===== src/rtl/vram_scan_ctrl.sv =====
// vram_scan_ctrl: raster scan generator and VRAM frame animator.
//
// Generates a VGA-style raster from a one-clk pixel strobe. The VRAM image
// is (H_ACTIVE/SCALE) x (V_ACTIVE/SCALE) pixels, and each VRAM pixel covers
// SCALE x SCALE screen pixels. A 2-bit frame select is advanced once per
// vertical frame, either automatically (loop or ping-pong, stretched by
// i_hold) or by single-step requests.
//
// Ports
//   i_clk          system clock
//   i_reset        asynchronous, active-high reset
//   i_pix_en       one-clk pixel strobe; scan counters advance only here
//   i_anim_en      1 = automatic animation, 0 = frozen / single-step
//   i_mode         0 = loop 0..3, 1 = ping-pong 0..3..0
//   i_step         one-clk request to advance one frame (anim_en = 0)
//   i_hold [7:0]   vertical frames per animation frame (0 acts as 1)
//   o_address      VRAM pixel address row*128+col, 14'h3FFF when blanked
//   o_frame_count  VRAM frame select
//   o_hsync        active-low horizontal sync, one clk after the address
//   o_vsync        active-low vertical sync, one clk after the address
//   o_blank        1 outside the visible area, one clk after the address
module vram_scan_ctrl #(
    parameter int H_ACTIVE = 640,
    parameter int H_FP     = 16,
    parameter int H_SYNC   = 96,
    parameter int H_BP     = 48,
    parameter int V_ACTIVE = 480,
    parameter int V_FP     = 10,
    parameter int V_SYNC   = 2,
    parameter int V_BP     = 33,
    parameter int SCALE    = 5
) (
    input  logic        i_clk,
    input  logic        i_reset,
    input  logic        i_pix_en,
    input  logic        i_anim_en,
    input  logic        i_mode,
    input  logic        i_step,
    input  logic [7:0]  i_hold,
    output logic [13:0] o_address,
    output logic [1:0]  o_frame_count,
    output logic        o_hsync,
    output logic        o_vsync,
    output logic        o_blank
);

    localparam int H_TOTAL = H_ACTIVE + H_FP + H_SYNC + H_BP;
    localparam int V_TOTAL = V_ACTIVE + V_FP + V_SYNC + V_BP;
    localparam int HW      = $clog2(H_TOTAL);
    localparam int VW      = $clog2(V_TOTAL);
    localparam int SW      = (SCALE > 1) ? $clog2(SCALE) : 1;

    localparam logic [HW-1:0] H_LAST   = HW'(H_TOTAL - 1);
    localparam logic [HW-1:0] H_VIS    = HW'(H_ACTIVE);
    localparam logic [HW-1:0] HS_BEG   = HW'(H_ACTIVE + H_FP);
    localparam logic [HW-1:0] HS_END   = HW'(H_ACTIVE + H_FP + H_SYNC);
    localparam logic [VW-1:0] V_LAST   = VW'(V_TOTAL - 1);
    localparam logic [VW-1:0] V_VIS    = VW'(V_ACTIVE);
    localparam logic [VW-1:0] V_VIS_LS = VW'(V_ACTIVE - 1);
    localparam logic [VW-1:0] VS_BEG   = VW'(V_ACTIVE + V_FP);
    localparam logic [VW-1:0] VS_END   = VW'(V_ACTIVE + V_FP + V_SYNC);
    localparam logic [SW-1:0] S_LAST   = SW'(SCALE - 1);

    logic [HW-1:0] r_hcnt;
    logic [VW-1:0] r_vcnt;
    logic [SW-1:0] r_hsub;
    logic [SW-1:0] r_vsub;
    logic [6:0]    r_col;
    logic [6:0]    r_row;
    logic [13:0]   r_address;
    logic          r_blank_s1;
    logic          r_hsync_s1;
    logic          r_vsync_s1;
    logic          r_blank;
    logic          r_hsync;
    logic          r_vsync;
    logic [1:0]    r_frame;
    logic [7:0]    r_hold_cnt;
    logic          r_step_pend;
    logic          r_dir_up;

    logic          w_h_wrap;
    logic          w_v_wrap;
    logic          w_vis;
    logic          w_hs_act;
    logic          w_vs_act;
    logic          w_tick;
    logic [7:0]    w_hold_eff;
    logic [8:0]    w_hold_inc;
    logic          w_hold_done;
    logic          w_adv;
    logic          w_up;
    logic [1:0]    w_frame_nxt;
    logic          w_dir_nxt;

    assign w_h_wrap = (r_hcnt == H_LAST);
    assign w_v_wrap = (r_vcnt == V_LAST);
    assign w_vis    = (r_hcnt < H_VIS) && (r_vcnt < V_VIS);
    assign w_hs_act = (r_hcnt >= HS_BEG) && (r_hcnt < HS_END);
    assign w_vs_act = (r_vcnt >= VS_BEG) && (r_vcnt < VS_END);
    // Last pixel of the last visible line: vcnt moves into vertical blank.
    assign w_tick   = i_pix_en && w_h_wrap && (r_vcnt == V_VIS_LS);

    // Scan counters; col/row are stepped by mod-SCALE sub-counters so the
    // address is a plain concatenation {row, col}.
    always_ff @(posedge i_clk or posedge i_reset) begin
        if (i_reset) begin
            r_hcnt <= '0;
            r_vcnt <= '0;
            r_hsub <= '0;
            r_vsub <= '0;
            r_col  <= '0;
            r_row  <= '0;
        end else if (i_pix_en) begin
            if (w_h_wrap) begin
                r_hcnt <= '0;
                r_hsub <= '0;
                r_col  <= '0;
                if (w_v_wrap) begin
                    r_vcnt <= '0;
                    r_vsub <= '0;
                    r_row  <= '0;
                end else begin
                    r_vcnt <= r_vcnt + 1'b1;
                    if (r_vcnt < V_VIS) begin
                        if (r_vsub == S_LAST) begin
                            r_vsub <= '0;
                            r_row  <= r_row + 7'd1;
                        end else begin
                            r_vsub <= r_vsub + 1'b1;
                        end
                    end
                end
            end else begin
                r_hcnt <= r_hcnt + 1'b1;
                if (r_hcnt < H_VIS) begin
                    if (r_hsub == S_LAST) begin
                        r_hsub <= '0;
                        r_col  <= r_col + 7'd1;
                    end else begin
                        r_hsub <= r_hsub + 1'b1;
                    end
                end
            end
        end
    end

    // Address is registered on the strobe; the timing flags take one more
    // clk so they line up with VRAM data after its one-clk read latency.
    always_ff @(posedge i_clk or posedge i_reset) begin
        if (i_reset) begin
            r_address  <= 14'h3FFF;
            r_blank_s1 <= 1'b1;
            r_hsync_s1 <= 1'b1;
            r_vsync_s1 <= 1'b1;
            r_blank    <= 1'b1;
            r_hsync    <= 1'b1;
            r_vsync    <= 1'b1;
        end else begin
            if (i_pix_en) begin
                r_address  <= w_vis ? {r_row, r_col} : 14'h3FFF;
                r_blank_s1 <= ~w_vis;
                r_hsync_s1 <= ~w_hs_act;
                r_vsync_s1 <= ~w_vs_act;
            end
            r_blank <= r_blank_s1;
            r_hsync <= r_hsync_s1;
            r_vsync <= r_vsync_s1;
        end
    end

    assign w_hold_eff  = (i_hold == 8'd0) ? 8'd1 : i_hold;
    assign w_hold_inc  = {1'b0, r_hold_cnt} + 9'd1;
    // >= rather than == so that lowering hold below the running count
    // advances on the very next tick.
    assign w_hold_done = (w_hold_inc >= {1'b0, w_hold_eff});
    assign w_adv       = w_tick && (i_anim_en ? w_hold_done : (r_step_pend || i_step));

    // Next frame select. In ping-pong the ends force the direction, so a
    // stale dir picked up after a mode change never walks off 0 or 3.
    always_comb begin
        w_up        = r_dir_up;
        w_frame_nxt = r_frame + 2'd1;
        w_dir_nxt   = r_dir_up;
        if (r_frame == 2'd0) begin
            w_up = 1'b1;
        end else if (r_frame == 2'd3) begin
            w_up = 1'b0;
        end
        if (i_mode) begin
            w_frame_nxt = w_up ? (r_frame + 2'd1) : (r_frame - 2'd1);
            if (w_frame_nxt == 2'd3) begin
                w_dir_nxt = 1'b0;
            end else if (w_frame_nxt == 2'd0) begin
                w_dir_nxt = 1'b1;
            end else begin
                w_dir_nxt = w_up;
            end
        end
    end

    always_ff @(posedge i_clk or posedge i_reset) begin
        if (i_reset) begin
            r_frame     <= 2'd0;
            r_hold_cnt  <= 8'd0;
            r_step_pend <= 1'b0;
            r_dir_up    <= 1'b1;
        end else begin
            if (w_tick) begin
                r_step_pend <= 1'b0;
            end else if (i_step) begin
                r_step_pend <= 1'b1;
            end
            if (w_tick && i_anim_en) begin
                r_hold_cnt <= w_hold_done ? 8'd0 : w_hold_inc[7:0];
            end
            if (w_adv) begin
                r_frame  <= w_frame_nxt;
                r_dir_up <= w_dir_nxt;
            end
        end
    end

    assign o_address     = r_address;
    assign o_frame_count = r_frame;
    assign o_hsync       = r_hsync;
    assign o_vsync       = r_vsync;
    assign o_blank       = r_blank;

endmodule

===== config.mk =====
export PLATFORM = sky130hd
export DESIGN_NAME = vram_scan_ctrl
export DESIGN_NICKNAME = d
export VERILOG_FILES = /design/src/rtl/vram_scan_ctrl.sv
export SDC_FILE = /design/constraint.sdc
export NUM_CORES = 1
export LEC_CHECK = 0
export ABC_AREA = 1
export BUFFER_PORTS_ARGS = -buffer_cell sky130_fd_sc_hd__clkbuf_2
export CORE_UTILIZATION = 59
export CTS_CLUSTER_SIZE = 12
export DETAILED_ROUTE_END_ITERATION = 10
export GPL_ROUTABILITY_DRIVEN = 1
export HOLD_SLACK_MARGIN = 0.03
export PLACE_DENSITY = 0.89
export SKIP_LAST_GASP = 1
export SLEW_MARGIN = 15
export SYNTH_ARGS = -nofsm -noshare
export SYNTH_HDL_FRONTEND = slang
export SYNTH_SLANG_ARGS = --single-unit

===== constraint.sdc =====
create_clock -name i_clk -period 3.25 [get_ports i_clk]
set_clock_uncertainty 0.05 [all_clocks]
set_input_delay 0.65 -clock i_clk [delete_from_list [all_inputs] [get_ports i_clk]]
set_output_delay 0.65 -clock i_clk [all_outputs]
set_load 0.05 [all_outputs]

**Yosys cells after proc, flatten, opt, wreduce, memory -nomap -nowiden**

Index checks and enable logic that the tools add are counted.

- Latch bits: 0
- Bits of input ports: 14
- Memories: 0
- Output and inout bits: 19
- Memory bits (read-only): 0
- Word-level logic and storage cells: 91
- Bits in registers: 72
- Bits in writable memories: 0

- Eq/ne operators: 7
- Bitwise gates (word level): 3
- Divide/modulo/power cells: 0
- $add $sub $neg: 9
- Muxes and demuxes: 26
- $mul: 0
- Order comparisons: 7
- Shift-type cells: 0
- Reduce and logical (&&, ||, !) cells: 22

Operators by type and width:

| kind | number |
|---|---|
| $mux W7 | 6 |
| $add A10 B1 Y10 const B | 2 |
| $eq A10 B10 Y1 const B | 2 |
| $lt A10 B10 Y1 const B | 2 |
| $lt A10 B9 Y1 const B | 2 |
| $mux W10 | 2 |
| $mux W3 | 6 |
| $mux W8 | 2 |
| $add A7 B1 Y7 const B | 2 |
| $mux W14 | 1 |
| $eq A10 B9 Y1 const B | 1 |
| $ge A10 B10 Y1 const B | 1 |
| $ge A10 B9 Y1 const B | 1 |
| $reduce_bool A2 Y1 | 5 |
| $add A8 B1 Y9 const B | 1 |
| $ge A9 B8 Y1 | 1 |
| $logic_not A8 Y1 | 1 |
| $logic_and A1 B1 Y1 | 7 |
| $mux W1 | 7 |
| $add A3 B1 Y3 const B | 2 |
| $eq A3 B3 Y1 const B | 2 |
| $reduce_and A2 Y1 | 3 |
| $reduce_and A3 Y1 | 2 |
| $eq A2 B2 Y1 const B | 2 |
| 7 further kinds | 11 |

**Logic depth before layout (Yosys ltp)**

Gate-level depths: netlist of the first run.

- Depth in word-level cells: 7
- Mapped depth: 16
- Mapped depth without buffers: 16

**Least setup slack after synthesis of the first run**

Ideal clock, no wire load.

- Path type: input to register
- From: in i_hold[1]
- To: reg r_frame[0], in the netlist o_frame_count[0]
- Library setup time: 79 ps
- Buffers on the path: 0
- Stages on the path: 13
- Data arrival time: 1963 ps
- Data required time: 3121 ps
- Slack: 1157 ps
- Cells stage by stage: nor4_1 a41o_1 ha_1 inv_1 nand2_1 nand3_1 nand3_1 nand2_1 nand2_1 nand2_1 nand2_1 nand2_1 xor2_1

- Cells in the longest elaborated chain, start to end: 5

RTL lines:

| element | line | source |
|---|---|---|
| from (decl) | 39 | `input logic [7:0] i_hold,` |
| $logic_not A8 Y1 | 172 | `assign w_hold_eff = (i_hold == 8'd0) ? 8'd1 : i_hold;` |
| $mux W8 * | 172 |  |
| $ge A9 B8 Y1 * | 176 | `assign w_hold_done = (w_hold_inc >= {1'b0, w_hold_eff});` |
| $mux W1 * | 177 | `assign w_adv = w_tick && (i_anim_en ? w_hold_done : (r_step_pend \|\| i_step));` |
| $logic_and A1 B1 Y1 * | 177 |  |
| to (signal assigned) | 218 | `r_frame <= w_frame_nxt;` |
| to (decl) | 77 | `logic [1:0] r_frame;` |

Every way passes the cells marked *; elsewhere a longest branch is shown, timed or not.
A chain may end at the register's enable or synchronous reset.

**Worst setup path after layout of the first run**

- From: reg r_hold_cnt[0]
- To: reg r_hold_cnt[2]

- Cells in the longest elaborated chain, start to end: 3

RTL lines:

| element | line | source |
|---|---|---|
| from (decl) | 78 | `logic [7:0] r_hold_cnt;` |
| from (signal assigned) | 215 | `r_hold_cnt <= w_hold_done ? 8'd0 : w_hold_inc[7:0];` |
| $add A8 B1 Y9 * | 173 | `assign w_hold_inc = {1'b0, r_hold_cnt} + 9'd1;` |
| $ge A9 B8 Y1 | 176 |  |
| $mux W8 * | 215 |  |

Marks and branches as above.

==> results of run 1 <==
-- worst max-delay path: cells and delay by family (launching register included) --
kind / cells / cell delay (ps)
AND/OR/NAND/NOR: 5 / 710
adder cells (fa/ha/maj): 2 / 510
AO/OA/AOI/OAI: 2 / 410
flip-flops: 1 / 440
XOR/XNOR: 1 / 270
-- state kept, by name, indices dropped and copies added, names as in the netlist, 2 cells and up --
signal         count
o_address         14
r_hcnt            10
r_vcnt            10
r_hold_cnt         8
r_col              7
r_row              7
r_hsub             3
r_vsub             3
o_frame_count      2
-- per-layer routing --
metal	routed length [µm]	GRT usage, %	vias to the layer above	part of all wire, %
met4	110	10.2	0	1.4
li1	-	-	1621	-
met1	3640	31.3	1578	45
met2	4070	43.3	81	50
met3	300	4.18	12	3.7
met5	0	0	-	0
-- through the flow --
step,hold WS [ps],instance area [µm²]
5_1_grt,325,4490
6_report,282,4490
3_5_place_dp,308,4310
4_1_cts,304,4490
3_3_place_gp,306,4310
2_1_floorplan,304,4090
-- cell usage after synthesis (3+ instances only) --
cell type,n,area (µm²)
or2_2,8,50.1
nor2_1,23,86.3
o21ai_2,7,61.3
dfrtp_1,51,1280
nand2_1,95,357
ha_1,22,275
clkinv_2,3,15.0
buf_6,3,33.8
nor3_1,13,65.1
o22ai_1,19,119
xor2_1,16,140
nor4_1,3,18.8
nand4_1,14,87.6
o21ai_0,18,90.1
nor2_4,3,33.8
inv_1,79,297
nand3_1,21,105
o31ai_1,4,30.0
a21oi_1,14,70.1
nand2_2,3,18.8
nand3_2,3,30.0
dfstp_2,21,552
-- layout make-up --
type                            instances  area [µm²]  area share, %
Clock buffer                            9         124           2.76
Clock inverter                          7        62.6           1.39
Inverter                               85         323           7.18
Multi-Input combinational cell        309        1870           41.7
Sequential cell                        72        1830           40.7
Tap cell                               77        96.3           2.14
Timing Repair Buffer                   34         188           4.18
-- logic make-up after synthesis --
family | Yosys count | synth area share [%]
and+or+nand+nor | 199 | 24.5
buffers and inverters | 94 | 9.60
xor gates and xnor gates | 18 | 3.85
DFF | 72 | 44.7
AOI/OAI and AO/OA | 70 | 10.6
adders and majority gates | 22 | 6.73
-- final timing paths --
| check | start | to | depth (start not counted) |
|---|---|---|---|
| worst min register to register | r_hsync_s1$_DFFE_PP1P_ | o_hsync$_DFF_PP1_ | 0 |
| max in group asynchronous | i_reset | r_hsync_s1$_DFFE_PP1P_ | 3 |
| worst max-delay path | r_hold_cnt[0]$_DFFE_PP0P_ | r_hold_cnt[2]$_DFFE_PP0P_ | 10 |
| worst max register to register | r_hold_cnt[0]$_DFFE_PP0P_ | r_hold_cnt[2]$_DFFE_PP0P_ | 10 |
| min in group i_clk | r_hsync_s1$_DFFE_PP1P_ | o_hsync$_DFF_PP1_ | 0 |
| worst min-delay path | i_reset | r_vsub[1]$_DFFE_PP0P_ | 3 |
-- power by group through the flow --
stage          registers, µW  clock network [µW]  logic [µW]
2_1_floorplan           1060                   0         241
3_3_place_gp            1060                   0         299
3_5_place_dp            1060                   0         317
4_1_cts                 1050                 688         322
5_1_grt                 1060                 726         366
6_report                1050                 681         318
==> results.md, run 1 <==
* Count of flip-flops with a built-in enable after synthesis at 0
* Int Pwr at 1370 µW
* HPWL after DPL at 5.69 mm
* Async S/R FF share, synth at between 90% and 100%
* Crit. End Element: flip-flop
* TritonRoute pass-1 iters at 5
* Port Buffers at 32
* Fin. Hold Viols at 0
* Vias at 3292
* Skew-Pair Late Insertion Delay at 360 ps
* Worst-path cell chain: ha_1 > nand3_1 > nor2_1 > xor2_1 > ha_1 > a21oi_1 > nand2_1 > nand2_1 > nand2_1 > o21ai_0
* Cts hold-fix bufs at 0
* Placer Congestion at ~0.84
* Pwr Density at 456 nW/µm²
* Tcrit/Tclk final at approximately three quarters
* Max-cap violations at 0
* Flop and latch count out of synthesis at just over 70
* Final core occ at 68.8%
* Status: finished clean
* Syn avg cell area at 8.62 µm²
* Core Rows at 29
* Crit path largest cell delay at 440 ps
* Portion of total power attributed to the clock network at 33.2%
* Worst-margin pin slew at 630 ps
* Predominant post-synthesis flop cell: dfrtp_1
* Detailed-route DRC error count at 0
* Cell Area, Synth at 4090 µm²
* Most common cell on crit path: nand2_1
* Initial Util at a little over three fifths
* CTS-repair resized insts at 0
* Comb power frac at around 16%
* Reg clk slew, reported paths at 90 ps
* CTS tree: yes
* Antenna Cells at 0
* Net Sw Power at 675 µW
* I/O pin total at 33
* Worst setup SP type: flip-flop
* First-pass GRT wire length at 14.4 mm
* Total CTS buffers at 9
* Die Wd at 85.3 µm
* Final Critical Period at 2480 ps
* Largest net degree at the start of global routing at 73
* Final worst setup slack at ~770 ps
* Commonest non-fill, non-tap cells in the layout: 95 x nand2_1, 78 x inv_1, 51 x dfrtp_1
* Core ar. at between 6000 and 7000 µm²
* Die H at 85.3 µm
* Dpl cells at around 580
* Fillcell total at around 490
* Drt initial violations at 237
* Die Area at 7270 µm²
* RSZ-0062 raised after global routing: no
* # nets final at 547
* H-Tree Depth at 3
* CTS max path bufs at 2
* Maximum fanout along the worst path at 8
* WL final at 8.13 mm
* Worst Hold Class: in2async
* Peak supply drop at roughly 0.19 mV
* Setup TNS at 0 ps
* Routed len/inst at 13.7 µm
* Antenna violations before repair at 0
* R2R setup slack at ~770 ps
* FMAX at 0.403 GHz
* ANT nets after route at 0
* Vias in the first global route at 3337
* Syn Inst Count at roughly 480
* Post-layout total power at 2050 µW
* Slowest stage cell, crit path: dfrtp_1
* Total grt overflow at 0
* Required @ worst endpoint at 3470 ps
* Pre-CTS setup slack at roughly 800 ps
* Worst endpoint data arrival time at 2710 ps
* Switching share of total power at 33.0%
* Num Clock Sinks at 72
* P_leak at between 0.002 and 0.0025 µW
* Worst Setup Path Type: reg2reg
* Distinct cells, synth at 45
* Share of cells above drive strength 1 at 21.3%
* Final Setup Violations at 0
* Commonest non-fill, non-tap cell in the layout: nand2_1
* Root buf cell: clkbuf_8
* YS warnings at 0
* Sequential share of the synthesized area at 44.7%
* Syn_nets at 511
* Max Slew Vio Count at 0
* Total track usage at between 20% and 30%
* Synth-to-layout area growth at 9.78%
* Setup bufs post-CTS at 0
* Slew HR at about 58%
* Layout Cells excl Fill at 593
* Routed vias/inst at 5.55
* Reg power frac at between 50% and 60%
Power figures use the tool's default switching activity.
==> run 2, diff against run 1 <==
==> constraint.sdc (replaced) <==
create_clock -name i_clk -period 2.4 [get_ports i_clk]
set_clock_uncertainty 0.05 [all_clocks]
set_input_delay 0.48 -clock i_clk [delete_from_list [all_inputs] [get_ports i_clk]]
set_output_delay 0.48 -clock i_clk [all_outputs]
set_load 0.05 [all_outputs]
==> results.md, run 2 (synthesis gave the netlist of run 1 again) <==
* Status: finished clean
* Antenna Cells at 0 (unchanged)
* Pwr Density at 603 nW/µm² (+32%)
* Core ar. at 6530 µm² (unchanged)
* Cts hold-fix bufs at 0 (unchanged)
* Worst-path cell chain: ha_1 > nand3_2 > nor2_2 > xor2_2 > ha_1 > a21oi_1 > nand2_1 > nand2_1 > nand2_1 > nand2_1 > xor2_1
* Maximum fanout along the worst path at 3 (-5)
* FMAX at 0.463 GHz (+15%)
* Antenna violations before repair at 0 (unchanged)
* Grt met1 use at 29.1% (-2.2 points)
* Final core occ at 69.5% (+0.67 points)
* Largest net degree at the start of global routing at 73 (unchanged)
* Num Clock Sinks at 72 (unchanged)
* Crit. End Element: flip-flop
* GR Layer Usage met3 at 6.61% (+2.4 points)
* R2R cell count at 11 (+1)
* ANT nets after route at 0 (unchanged)
* Worst Setup EP: o_frame_count[0]$_DFFE_PP0P_
* Vias in the first global route at 3303 (-1.0%)
* Fin. Hold Viols at 0 (unchanged)
* Total track usage at 24.3% (-0.69 points)
* R2R setup slack at 240 ps (-530 ps)
* Routed vias/inst at 5.45 (-1.8%)
* Reg-to-Reg End: o_frame_count[0]$_DFFE_PP0P_
* Tcrit/Tclk final at 90.0% (+14 points)
* Die Wd at 85.3 µm (unchanged)
* TritonRoute pass-1 iters at 4 (-1)
* Total CTS buffers at 9 (unchanged)
* Largest register FFs at 14 (unchanged)
* Stages on worst setup path at 11 (+1)
* Detailed-route DRC error count at 0 (unchanged)
* H-Tree Depth at 3 (unchanged)
* Peak supply drop at 0.400 mV (+110%)
* Setup TNS at 0 ps (unchanged)
* Die H at 85.3 µm (unchanged)
* Skew-Pair Late Insertion Delay at 350 ps (about the same)
* Worst Setup Path Type: reg2reg
* Most common cell on crit path: nand2_1
* Synth-to-layout area growth at 10.9%
* Max-cap violations at 0 (unchanged)
* Total grt overflow at 0 (unchanged)
* Max Slew Vio Count at 0 (unchanged)
* HPWL after DPL at 5.55 mm (-2.5%)
* Worst-margin pin slew at 363 ps (-266 ps)
* Slew HR at 75.6% (+18 points)
* Crit path largest cell delay at 380 ps (-60 ps)
* # nets final at 551 (+0.73%)
* Core Rows at 29 (unchanged)
* Seq. cell area at 1830 µm² (unchanged)
* Placer Congestion at 0.889 (+6.3%)
* Share of cells above drive strength 1 at 22.7% (+1.4 points)
* Multi-input logic area at 1890 µm² (+0.94%)
* Worst setup SP type: flip-flop
* First-pass GRT wire length at 14.1 mm (-1.7%)
* Met2 Usage GRT at 43.0% (-0.29 points)
* Drt initial violations at 172 (-27%)
* Gr busiest metal: met2
* CP Launch Point: r_hold_cnt[1]$_DFFE_PP0P_
* P_leak at 0.00222 µW (+0.63%)
* CTS max path bufs at 2 (unchanged)
* Fillcell total at 471 (-4.7%)
* Initial Util at 62.7% (unchanged)
* Port Buffers at 32 (unchanged)
* WL final at 7.82 mm (-3.7%)
* Top delay family on crit path: simple AND/OR/NAND/NOR gates
* Worst endpoint data arrival time at 2390 ps (-320 ps)
* RSZ-0062 raised after global routing: no
* Slowest stage cell, crit path: dfrtp_1
* Die Area at 7270 µm² (unchanged)
* Vias at 3254 (-1.2%)
* Root buf cell: clkbuf_8
* Worst Hold Class: in2async
* Commonest non-fill, non-tap cell in the layout: nand2_1
* Buffers & Inverters on Critical Path at 0 (unchanged)
* Final Setup Violations at 0 (unchanged)
* Reg clk slew, reported paths at 80 ps (about the same)
* Routed len/inst at 13.1 µm (-4.4%)
* Final Critical Period at 2160 ps (-322 ps)
* Required @ worst endpoint at 2630 ps (-840 ps)
* CTS tree: yes
* Critical R2R Launch: r_hold_cnt[1]$_DFFE_PP0P_
* Commonest non-fill, non-tap cells in the layout: 94 x nand2_1, 78 x inv_1, 51 x dfrtp_1
* I/O pin total at 33 (unchanged)
[run 2: cell count changes in the layout (fill, tap and decap cells not counted), sizes merged]
cell / change
buf: +4
inv: +1
clkinvlp: +1
clkinv: -2
[run 2: power breakdown]
part	internal [µW]	switching, µW	total [µW]
Sequential	1320	99.6	1420
Combinational	147	284	431
Clock	392	497	889
[run 2: routing by layer]
layer | share of wire [%] | wire [µm] | vias to the layer above
met3 | 3.7 | 289 | 16
met1 | 44 | 3430 | 1534
met2 | 51 | 3970 | 69
met4 | 1.7 | 133 | 0
met5 | 0 | 0 | -
li1 | - | - | 1635
[run 2: timing repair]
action / 4_1_cts / 5_1_grt
endpoints found under the hold margin: 0 / 0
resized for setup: 0 / 6
setup buffers: 0 / 2
setup endpoints to repair: 0 / 11
[run 2: worst reg2reg max path: cells and delay by family, from the launching register on]
kind / cells / cell delay [ps]
and+or+nand+nor: 6 / 710
adders and majority gates: 2 / 480
DFF: 1 / 380
xor gates and xnor gates: 2 / 330
AOI/OAI and AO/OA: 1 / 140
[run 2: final cells by class]
| cell class | count | share of cell area (%) |
|---|---|---|
| timing repair buffer | 38 | 4.80 |
| sequential | 72 | 40.3 |
| clock buffer | 9 | 2.73 |
| inverter | 85 | 7.12 |
| tap | 77 | 2.12 |
| multi-input combinational | 309 | 41.6 |
| clock inverter | 7 | 1.30 |
[run 2: worst min path at each step]
stage	cells after the start	to	slack [ps]
6_report	3	r_vcnt[5]$_DFFE_PP0P_	120
5_1_grt	3	r_vcnt[5]$_DFFE_PP0P_	140
4_1_cts	3	r_col[4]$_DFFE_PP0P_	140
3_5_place_dp	0	o_vsync$_DFF_PP1_	310
3_3_place_gp	0	o_blank$_DFF_PP1_	310
2_1_floorplan	0	o_vsync$_DFF_PP1_	300
[run 2: metrics by stage]
| step | hold slack (ps) | instance area [µm²] | instances | setup WS [ps] | total power [µW] |
|---|---|---|---|---|---|
| 2_1_floorplan | 304 | 4090 | 475 | 79.8 | 1750 |
| 3_3_place_gp | 306 | 4320 | 579 | 229 | 1840 |
| 3_5_place_dp | 308 | 4320 | 579 | 92.7 | 1870 |
| 4_1_cts | 142 | 4500 | 595 | 52.9 | 2760 |
| 5_1_grt | 144 | 4540 | 597 | 41.2 | 2890 |
| 6_report | 121 | 4540 | 597 | 239 | 2740 |
